## src/rtl/pwm_dac_if.sv

```systemverilog
`default_nettype none
// ============================================================================
//  Module   : pwm_dac_if
//  Purpose  : Sample request/data link between the PWM DAC (sample consumer)
//             and an upstream code generator.
//  Signals  : code        - unsigned sample code, driven by the generator
//             next_sample - single-cycle advance request, driven by the DAC
//  Modports : master - DAC side (issues requests, consumes code)
//             slave  - generator side (supplies code, receives requests)
//  Revision : 1.0 - initial release
// ============================================================================
interface pwm_dac_if #(
    parameter int CODE_WIDTH = 10
);
    logic [CODE_WIDTH-1:0] code;
    logic                  next_sample;

    modport master (
        input  code,
        output next_sample
    );

    modport slave (
        output code,
        input  next_sample
    );
endinterface
`default_nettype wire

```

## src/rtl/pwm_dac.sv

```systemverilog
`default_nettype none
// ============================================================================
//  Module   : pwm_dac
//  Purpose  : Pulse-width-modulation DAC. Owns the sample-rate timebase:
//             every CYCLES_PER_WINDOW clocks it requests one new code from
//             the upstream generator and turns it into the duty cycle of a
//             1-bit output.
//  Ports    : clk  - system clock
//             rst  - synchronous active-high reset
//             en   - run enable; low mutes the output and stops requests
//             smp  - pwm_dac_if.master (code in, next_sample out)
//             pwm  - PWM output to the audio pin
//  Revision : 1.0 - initial release
// ============================================================================
module pwm_dac #(
    parameter int CYCLES_PER_WINDOW = 1024,
    parameter int CODE_WIDTH        = 10
) (
    input  wire logic        clk,
    input  wire logic        rst,
    input  wire logic        en,
    pwm_dac_if.master        smp,
    output logic             pwm
);

    localparam int c_CNT_W  = $clog2(CYCLES_PER_WINDOW);
    localparam int c_DUTY_W = c_CNT_W + 1;
    // Saturation compare is done wide enough to hold both the raw code and
    // the full-scale value, so no code bit is ever truncated.
    localparam int c_CMP_W  = (CODE_WIDTH > c_DUTY_W) ? CODE_WIDTH : c_DUTY_W;

    localparam logic [c_CNT_W-1:0] c_CNT_LAST = c_CNT_W'(CYCLES_PER_WINDOW - 1);
    localparam logic [c_CMP_W-1:0] c_FULL     = c_CMP_W'(CYCLES_PER_WINDOW);

    typedef enum logic [0:0] {
        S_IDLE = 1'b0,
        S_RUN  = 1'b1
    } state_t;

    state_t               r_state;
    logic [c_CNT_W-1:0]   r_cnt;
    logic [c_DUTY_W-1:0]  r_duty;

    logic                 w_last;
    logic [c_CMP_W-1:0]   w_code_ext;
    logic [c_CMP_W-1:0]   w_sat;
    logic [c_DUTY_W-1:0]  w_sat_duty;

    assign w_last     = (r_cnt == c_CNT_LAST);
    assign w_code_ext = c_CMP_W'(smp.code);
    assign w_sat      = (w_code_ext >= c_FULL) ? c_FULL : w_code_ext;
    assign w_sat_duty = w_sat[c_DUTY_W-1:0];

    always_ff @(posedge clk) begin
        if (rst) begin
            r_state <= S_IDLE;
            r_cnt   <= '0;
            r_duty  <= '0;
        end else begin
            case (r_state)
                S_IDLE: begin
                    r_cnt <= '0;
                    if (en) begin
                        r_state <= S_RUN;
                    end
                end
                S_RUN: begin
                    if (w_last) begin
                        // The request has already gone out this cycle and the
                        // generator advances on this edge, so the code is
                        // always captured here to keep the handshake one-for-
                        // one, even if en drops in the same cycle.
                        r_cnt  <= '0;
                        r_duty <= w_sat_duty;
                        if (!en) begin
                            r_state <= S_IDLE;
                        end
                    end else if (!en) begin
                        // Partial window is abandoned: no request, no load.
                        r_cnt   <= '0;
                        r_state <= S_IDLE;
                    end else begin
                        r_cnt <= r_cnt + c_CNT_W'(1);
                    end
                end
                default: begin
                    r_state <= S_IDLE;
                    r_cnt   <= '0;
                end
            endcase
        end
    end

    // Outputs decode registers only; no path from code or en.
    assign smp.next_sample = (r_state == S_RUN) && w_last;
    assign pwm             = (r_state == S_RUN) && ({1'b0, r_cnt} < r_duty);

endmodule
`default_nettype wire

```

## src/flat_wrapper.sv

```systemverilog
// flat-port wrapper written by rule: the top's interface ports become plain ports
module pwm_dac_flat 
#(
    parameter int CYCLES_PER_WINDOW = 1024,
    parameter int CODE_WIDTH        = 10
)
  (clk, rst, en, pwm, smp_code, smp_next_sample);
  pwm_dac_if #(.CODE_WIDTH(CODE_WIDTH)) smp_i ();
  input  wire logic clk;
  input  wire logic rst;
  input  wire logic en;
  output logic pwm;
  input wire logic [$bits(smp_i.code)-1:0] smp_code;
  output wire logic [$bits(smp_i.next_sample)-1:0] smp_next_sample;
  assign smp_i.code = smp_code;
  assign smp_next_sample = smp_i.next_sample;
  pwm_dac #(.CYCLES_PER_WINDOW(CYCLES_PER_WINDOW), .CODE_WIDTH(CODE_WIDTH)) u_core (.clk(clk), .rst(rst), .en(en), .smp(smp_i), .pwm(pwm));
endmodule
```

## config.mk

```make
export PLATFORM = sky130hd
export DESIGN_NAME = pwm_dac_flat
export DESIGN_NICKNAME = d
export VERILOG_FILES = /design/src/rtl/pwm_dac_if.sv /design/src/rtl/pwm_dac.sv /design/src/flat_wrapper.sv
export SDC_FILE = /design/constraint.sdc
export NUM_CORES = 1
export LEC_CHECK = 0
export CORE_MARGIN = 2
export CORE_UTILIZATION = 52
export DETAILED_ROUTE_END_ITERATION = 8
export HOLD_SLACK_MARGIN = 0.08
export PLACE_DENSITY = 0.86
export SETUP_SLACK_MARGIN = 0.02
export SLEW_MARGIN = 25
export SYNTH_ARGS = -nofsm -noshare
export SYNTH_HDL_FRONTEND = slang
export SYNTH_SLANG_ARGS = --single-unit
```

## constraint.sdc

```tcl
create_clock -name clk -period 1.8 [get_ports clk]
set_clock_uncertainty 0.05 [all_clocks]
set_input_delay 0.36 -clock clk [delete_from_list [all_inputs] [get_ports clk]]
set_output_delay 0.36 -clock clk [all_outputs]
set_load 0.05 [all_outputs]
```

== Word-level counts from Yosys, hierarchy flattened ==
Cells that the tools add are included.

* Muxes and demuxes: 5
* Equal/unequal tests: 1
* Bitwise logic cells: 1
* Reductions and logical operators: 3
* Add/sub/neg operators: 1
* $lt $le $gt $ge: 2

{| class="wikitable"
|+ Operator list
! operator !! number
|-
| 10-bit 2-to-1 mux || 2
|-
| 10-bit case mux with 2 select lines || 1
|-
| 10-bit by 11-bit greater-or-equal comparator with 1-bit output (second input constant) || 1
|-
| 10-bit by 11-bit < comparator with 1-bit output || 1
|-
| 11-bit 2-to-1 mux || 1
|-
| 10-bit by 1-bit adder with 10-bit output (second input constant) || 1
|-
| 10-bit equality test (second input constant) || 1
|-
| 1-bit logical AND || 2
|-
| 2-bit AND reduction || 1
|-
| 1-bit 2-to-1 mux || 1
|-
| 1-bit inverter || 1
|}

* Output and inout port bits: 2
* Word-level logic and storage cells: 16
* Bits in registers: 22
* Input port bits: 13

== Longest topological paths before layout ==
Gate-level depths: netlist (run 1).

* Depth in word-level cells: 4
* Depth in mapped cells: 7

== Least setup slack after synthesis (run 1) ==
No wires, ideal clock.

* Kind: flip-flop to output port
* From: register u_core.r_cnt[2]
* To: output port pwm
* Arrival time: 1895 ps
* Slack: -505 ps
* Cell stages (with the launch flop): 6
* Path buffers: 0
* Path through: dfxtp_1 > ha_1 > a21o_1 > a31oi_1 > o21ai_0 > a41oi_1

* Cells in the longest elaborated chain, start to end: 2

{| class="wikitable"
|+ RTL lines
! what !! line !! text
|-
| from (decl) || pwm_dac.sv:41 || <nowiki>logic [c_CNT_W-1:0] r_cnt;</nowiki>
|-
| from (signal assigned) || pwm_dac.sv:83 || <nowiki>r_cnt <= r_cnt + c_CNT_W'(1);</nowiki>
|-
| 10-bit by 11-bit < comparator with 1-bit output || pwm_dac.sv:96 || <nowiki>assign pwm = (r_state == S_RUN) && ({1'b0, r_cnt} < r_duty);</nowiki>
|-
| 1-bit logical AND || pwm_dac.sv:96 ||
|-
| to (decl) || flat_wrapper.sv:12 || <nowiki>output logic pwm;</nowiki>
|}

No other way between the ends.

== Worst setup path in the final report (run 1) ==
* From: register u_core.r_duty[9]
* To: output port pwm

* Cells in the longest elaborated chain, start to end: 2

{| class="wikitable"
|+ RTL lines
! what !! line !! text
|-
| from (decl) || pwm_dac.sv:42 || <nowiki>logic [c_DUTY_W-1:0] r_duty;</nowiki>
|-
| from (signal assigned) || pwm_dac.sv:74 || <nowiki>r_duty <= w_sat_duty;</nowiki>
|-
| 10-bit by 11-bit < comparator with 1-bit output || pwm_dac.sv:96 ||
|-
| 1-bit logical AND || pwm_dac.sv:96 ||
|}

No other way between the ends.

==> results of run 1 <==
## metal layers
layer  GRT usage, %  share of wire [%]  vias up
met1           24.7                 39      457
met5              0                  0        -
met3           3.68                5.0       14
li1               -                  -      476
met2           43.9                 51       42
met4           10.5                4.2        0
## Yosys cell counts
master / instances
a21o_1: 2
a21oi_1: 3
a31oi_1: 1
a41oi_1: 2
and2_1: 2
and3_1: 1
and4_1: 2
buf_4: 1
buf_6: 1
clkbuf_1: 1
dfxtp_1: 21
ha_1: 10
inv_1: 10
mux2i_1: 10
nand2_1: 6
nand2b_1: 1
nand3_1: 6
nand3b_1: 1
nand4_1: 5
nand4_4: 1
nor2_1: 17
nor2b_1: 1
o21a_1: 1
o21ai_0: 2
or3_1: 1
or4_1: 1
xnor2_1: 1
xor2_1: 5
## power by group
| part | leakage (nW) | switching (W) | internal (W) |
|---|---|---|---|
| logic | 0.485 | 0.0000133 | 0.0000288 |
| clock network | 0.0150 | 0.000146 | 0.0000863 |
| registers | 0.177 | 0.00000270 | 0.000465 |
## sequential cells by signal (all words and copies together) (netlist names)
register / flops
u_core.r_state: 1
u_core.r_duty: 10
u_core.r_cnt: 10
## worst paths after layout
kind / startpoint / endpoint / slack [ps]
setup / recovery: u_core.r_duty[9] / pwm / -310
hold / removal: u_core.r_duty[1] / u_core.r_duty[1] / 460
setup reg to reg: u_core.r_cnt[1] / u_core.r_duty[3] / -10
hold reg to reg: u_core.r_duty[1] / u_core.r_duty[1] / 460
## layout make-up
cell class	instances	area share, %
flip-flops and latches	21	28.2
repair buffers	34	21.1
multi-input cells	82	44.2
well taps	27	2.16
inverters	10	2.64
clock buffers	4	1.68
## cells by family after synthesis
family	after synthesis	synth area share, %
simple gates	45	22.4
compound gates	11	6.67
fa+ha+maj	10	11.7
mux	10	9.37
buf+inv	13	5.62
xor+xnor	6	4.92
flops	21	39.3
## critical path, cell delays in order (launching register included)
cell and delay, ps:
dfxtp_1 360, inv_1 60, ha_1 350, nand2_1 100, nand3b_1 140, a41oi_4 230, buf_12 160
## what timing repair did
item                       in CTS  in global routing
setup endpoints to repair       2                  3
setup buffers                   4                  2
resized for setup              26                 10
pin swaps                       6                  1
## through the flow
stage	util, %	total power [W]	hold slack [ps]	cells	TNS, ps
after floorplan	-	0.000488	398	116	-53.2
after global routing	80.5	0.000767	488	178	-646
final	80.5	0.000742	462	178	-437
after detailed placement	70.4	0.000519	438	168	-197
after CTS	78.2	0.000741	457	176	-421
after global placement	70.4	0.000518	427	168	-76.8
==> metrics.csv, run 1 <==
metric;value;unit
failing checks;negative setup slack;
crit-path max FO;2;
H-tree depth;1;
crit path capture type;output pin;
Final period util;117;%
post-route worst setup slack;-311;ps
Max Slew Vio Count;0;
die area;0.00243;mm^2
fin nets;175;
total gr overflow;0;
DR pass1 iterations;4;
via count;989;
port buffer count;14;
row count;16;
Post-Synthesis Cells;116;
Die Y;49.3;um
post-route cell area;0.00156;mm^2
hold path depth;2;
Reg area;440;um^2
wire per inst;15.4;um
final setup vio count;3;
vias per inst;5.56;
1st-iter DRT viols;26;
CTS Buffer Depth;2;
Final ANT Viol Nets;0;
pwr/cell area;475;mW/mm^2
# DRC;0;
Synth top area share;39.3;%
Leakage;0.677;nW
vias in the first global route;1020;
largest cells by area after synthesis;dfxtp_1 39%, ha_1 12%, mux2i_1 9.4%;
outcome;finished with violations;
clk root buf;clkbuf_4;
post-DP HPWL;1830;um
GP Congestion;0.878;
slew of the pin with the lowest slew margin;218;ps
Core ar.;0.00194;mm^2
Die X;49.3;um
Seq/Total Area, Yosys;39.3;%
hold_buf cts;0;
Yosys cell types;28;
Synth Register Bits;21;
gr usage total;23.2;%
TritonCTS Buffers;3;
I/O pin total;15;
final hold vios;0;
pre-CTS setup slack;-142;ps
headroom to the max-slew limit;85.0;%
Syn Nets;139;
area of the mapped netlist;0.00107;mm^2
crit path time final;2110;ps
Startpoint Class;flip-flop;
maximum number of pins on one net before global-route repair;12;
clock sink count;21;
Yosys warning count;0;
Syn Area/Cell;9.21;um^2
r2r worst-path depth;9;
CTS tree;yes;
Clk pin slew, worst setup/hold paths;120;ps
Worst EP required;1390;ps
Syn-to-layout area delta;46.3;%
detailed-route wire length;2740;um
first-pass GRT wire length;4410;um
FMAX;474;MHz
multi-input logic area;691;um^2
max_cap viols;0;
dpl cell area;0.00137;mm^2
worst vdd ir;0.414;mV
starting density of the core;55.0;%
initial antenna violation count;0;
Hold Crit Class;reg -> reg;
Data arrival, critical path;1700;ps
clk_lat worst skew;300;ps
most frequent cells in the layout;17 x nor2_1, 17 x buf_4, 13 x dfxtp_2;
layout cells sized above 1;36.4;%
Synth area leader;dfxtp_1;
critical path class;reg -> out;
number of filler cells placed in the layout;104;
diode count;0;
RSZ-0062 raised after global routing;yes;
Note: power is estimated with default switching activity, not from simulation.
==> run 2, diff against run 1 <==
Settings changed: CTS_CLUSTER_DIAMETER from default to 100.
==> results of run 2 <==
Same layout as run 1: the final DEF is identical, and so are final timing and power.
==> run 3, diff against run 2 <==
Settings changed: ABC_AREA from default to 1, CORE_UTILIZATION 52 to 53.
==> metrics.csv, run 3 <==
metric;value;unit;change
starting density of the core;56.3;%;was 55.0%
first-pass GRT wire length;4340;um;was 4410 um
r2r worst-path depth;7;;was 9
hold path endpoint;u_core.r_cnt[8];;was u_core.r_duty[1]
row count;16;;unchanged
worst flop-to-flop path endpoint;u_core.r_cnt[2];;was u_core.r_duty[3]
Yosys cell types;21;;was 28
Worst EP required;1390;ps;about the same
Synth Flop Type;dfxtp_1;;unchanged
CTS Buffer Depth;2;;unchanged
pwr/cell area;472;mW/mm^2;was 475 mW/mm^2
CTS tree;yes;;unchanged
crit-path max FO;2;;unchanged
slew of the pin with the lowest slew margin;267;ps;was 218 ps
hold path depth;2;;unchanged
gr usage total;23.9;%;was 23.2%
# DRC;0;;unchanged
pre-CTS setup slack;76.0;ps;was -142 ps
Clk pin slew, worst setup/hold paths;120;ps;about the same
crit path time final;2070;ps;was 2110 ps
DR pass1 iterations;7;;was 4
ys async rst share;0;%;unchanged
I/O pin total;15;;unchanged
worst vdd ir;0.494;mV;was 0.414 mV
port buffer count;14;;unchanged
Yosys warning count;0;;unchanged
clk_lat worst skew;310;ps;was 300 ps
final setup vio count;1;;was 3
area of the mapped netlist;0.00110;mm^2;was 0.00107 mm^2
post-route worst setup slack;-267;ps;was -311 ps
failing checks;negative setup slack;;unchanged
Synth area leader;dfxtp_1;;unchanged
detailed-route wire length;2750;um;was 2740 um
most frequent cells in the layout;34 x nor2_1, 30 x nand2_1, 12 x inv_1, 12 x clkdlybuf4s50_1, 11 x dfxtp_2;;was 17 x nor2_1, 17 x buf_4, 13 x dfxtp_2
Synth top area share;38.1;%;was 39.3%
adder-cell share of the synthesized area;11.3;%;was 11.7%
RSZ-0062 raised after global routing;yes;;unchanged
outcome;finished with violations;;unchanged
Max Slew Vio Count;0;;unchanged
1st-iter DRT viols;13;;was 26
GP Congestion;0.823;;was 0.878
Syn Nets;176;;was 139
wire per inst;13.6;um;was 15.4 um
crit path capture type;output pin;;unchanged
largest family of logic cells by synthesized area;simple AND/OR/NAND/NOR gates;;unchanged
Final period util;115;%;was 117%
post-synthesis simple-gate area fraction;33.6;%;was 22.4%
TritonCTS Buffers;3;;unchanged
H-tree depth;1;;unchanged
Die X;49.7;um;was 49.3 um
setup tns final;-267;ps;was -437 ps
final hold vios;0;;unchanged
fin nets;200;;was 175
RR Startpoint;u_core.r_cnt[1];;unchanged
Post-Synth XOR/XNOR Area;3.96;%;was 4.92%
diode count;0;;unchanged
layout cells sized above 1;34.7;%;was 36.4%
most common cell after layout, fill and taps aside;nor2_1;;
Startpoint Class;flip-flop;;unchanged
flop2flop setup slack;390;ps;was -10 ps
headroom to the max-slew limit;82.1;%;was 85.0%
hold_buf cts;0;;unchanged
Syn Area/Cell;7.22;um^2;was 9.21 um^2
vias per inst;5.00;;was 5.56
initial antenna violation count;0;;unchanged
Core ar.;0.00196;mm^2;was 0.00194 mm^2
FMAX;484;MHz;was 474 MHz
vias in the first global route;1040;;was 1020
Syn-to-layout area delta;40.8;%;was 46.3%
via count;1014;;was 989
maximum number of pins on one net before global-route repair;21;;was 12
largest cells by area after synthesis;dfxtp_1 38%, nand2_1 12%, nor2_1 12%;;was dfxtp_1 39%, ha_1 12%, mux2i_1 9.4%
Hold Crit Class;reg -> reg;;unchanged
die area;0.00247;mm^2;was 0.00243 mm^2
compound-gate portion of the synthesized area;4.08;%;was 6.67%
clk root buf;clkbuf_4;;unchanged
Leakage;0.727;nW;was 0.677 nW
Final ANT Viol Nets;0;;unchanged
number of synthesized flops with an enable pin;0;;unchanged
Die Y;49.7;um;was 49.3 um
mux contribution to synthesized area;0;%;was 9.37%
Seq/Total Area, Yosys;38.1;%;was 39.3%
clock sink count;21;;unchanged
Post-Synthesis Cells;153;;was 116
max_cap viols;0;;unchanged
most common library cells after synthesis;36 x nand2_1, 36 x nor2_1, 21 x dfxtp_1, 20 x inv_1, 10 x ha_1;;was 21 x dfxtp_1, 17 x nor2_1, 10 x ha_1, 10 x inv_1, 10 x mux2i_1
total gr overflow;0;;unchanged
biggest regs;u_core.r_cnt: 10 flops, u_core.r_duty: 10 flops, u_core.r_state: 1 flops;;unchanged
Data arrival, critical path;1660;ps;was 1700 ps
Synth Register Bits;21;;unchanged
post-DP HPWL;1600;um;was 1830 um
Hold Path Origin;u_core.r_cnt[8];;was u_core.r_duty[1]
critical path class;reg -> out;;unchanged
==> run 3: cell types whose count changed in the layout (fill, tap and decap cells not counted), moves of 3 or more <==
cell | previous run | this run
buf_4 | 17 | 7
dfxtp_4 | 1 | 4
ha_1 | 5 | 2
ha_4 | 5 | 8
inv_1 | 7 | 12
inv_2 | 2 | 9
mux2i_1 | 10 | 0
nand2_1 | 6 | 30
nand2_2 | 0 | 4
nand4_1 | 5 | 1
nor2_1 | 17 | 34
nor2_4 | 0 | 4
==> run 3: metal layers <==
metal	vias up	share of wire (%)	global-route usage, %
li1	514	-	-
met1	460	39	25.2
met2	29	52	43.6
met3	11	4.7	3.03
met4	0	4.5	16.2
met5	-	0	0
==> run 3: power breakdown <==
part | internal, W | switching [W] | leakage (nW) | total (W)
registers | 0.000460 | 0.00000245 | 0.178 | 0.000463
clock network | 0.0000832 | 0.000148 | 0.0177 | 0.000231
logic | 0.0000267 | 0.0000137 | 0.531 | 0.0000404
total | 0.000570 | 0.000164 | 0.727 | 0.000734
==> run 3: layout make-up <==
class                   instances  area [um^2]
repair buffers                 21          213
multi-input cells             108          749
flip-flops and latches         21          449
inverters                      22         82.6
well taps                      27         33.8
clock buffers                   3         22.5
clock inverters                 1         5.00
fillers                       130          407
==> run 3: repair_timing <==
item / in CTS / in global routing
hold endpoints to repair: 0 / 0
resized for setup: 41 / 12
setup buffers: 4 / 0
pin swaps: 15 / 6
endpoints found under the setup margin: 2 / 2
==> run 3: how the worst max path moves through the flow <==
stage | start | endpoint | slack (ps) | depth (start not counted)
after floorplan | u_core.r_cnt[0] | smp_next_sample | 30 | 6
after global placement | u_core.r_duty[2] | pwm | 110 | 7
after detailed placement | u_core.r_duty[2] | pwm | 80 | 7
after CTS | u_core.r_cnt[6] | pwm | -200 | 7
after global routing | u_core.r_cnt[8] | pwm | -310 | 7
final | u_core.r_duty[3] | pwm | -270 | 8
==> run 3: cells by family after synthesis <==
| kind of cell | after synthesis |
|---|---|
| flip-flops | 21 |
| AO/OA/AOI/OAI | 8 |
| adder cells (fa/ha/maj) | 10 |
| buffers and inverters | 24 |
| XOR/XNOR | 5 |
| AND/OR/NAND/NOR | 85 |
==> run 3: stage by stage <==
| stage | std cells | hold slack (ps) | area (um^2) | util, % | total power (W) |
|---|---|---|---|---|---|
| 4_1_cts | 203 | 473 | 1510 | 77.2 | 0.000744 |
| 6_report | 203 | 477 | 1560 | 79.3 | 0.000734 |
| 5_1_grt | 203 | 499 | 1560 | 79.3 | 0.000757 |
| 3_5_place_dp | 195 | 423 | 1310 | 66.6 | 0.000517 |
| 3_3_place_gp | 195 | 399 | 1310 | 66.6 | 0.000516 |
| 2_1_floorplan | 153 | 380 | 1110 | - | 0.000488 |
==> run 3: critical path: stages (launching register included) <==
cell and delay (ps):
dfxtp_2 350, inv_1 60, ha_1 210, a21oi_2 180, o21ai_1 100, nand2_1 100
nand2_2 80, nor2_4 120, buf_12 150
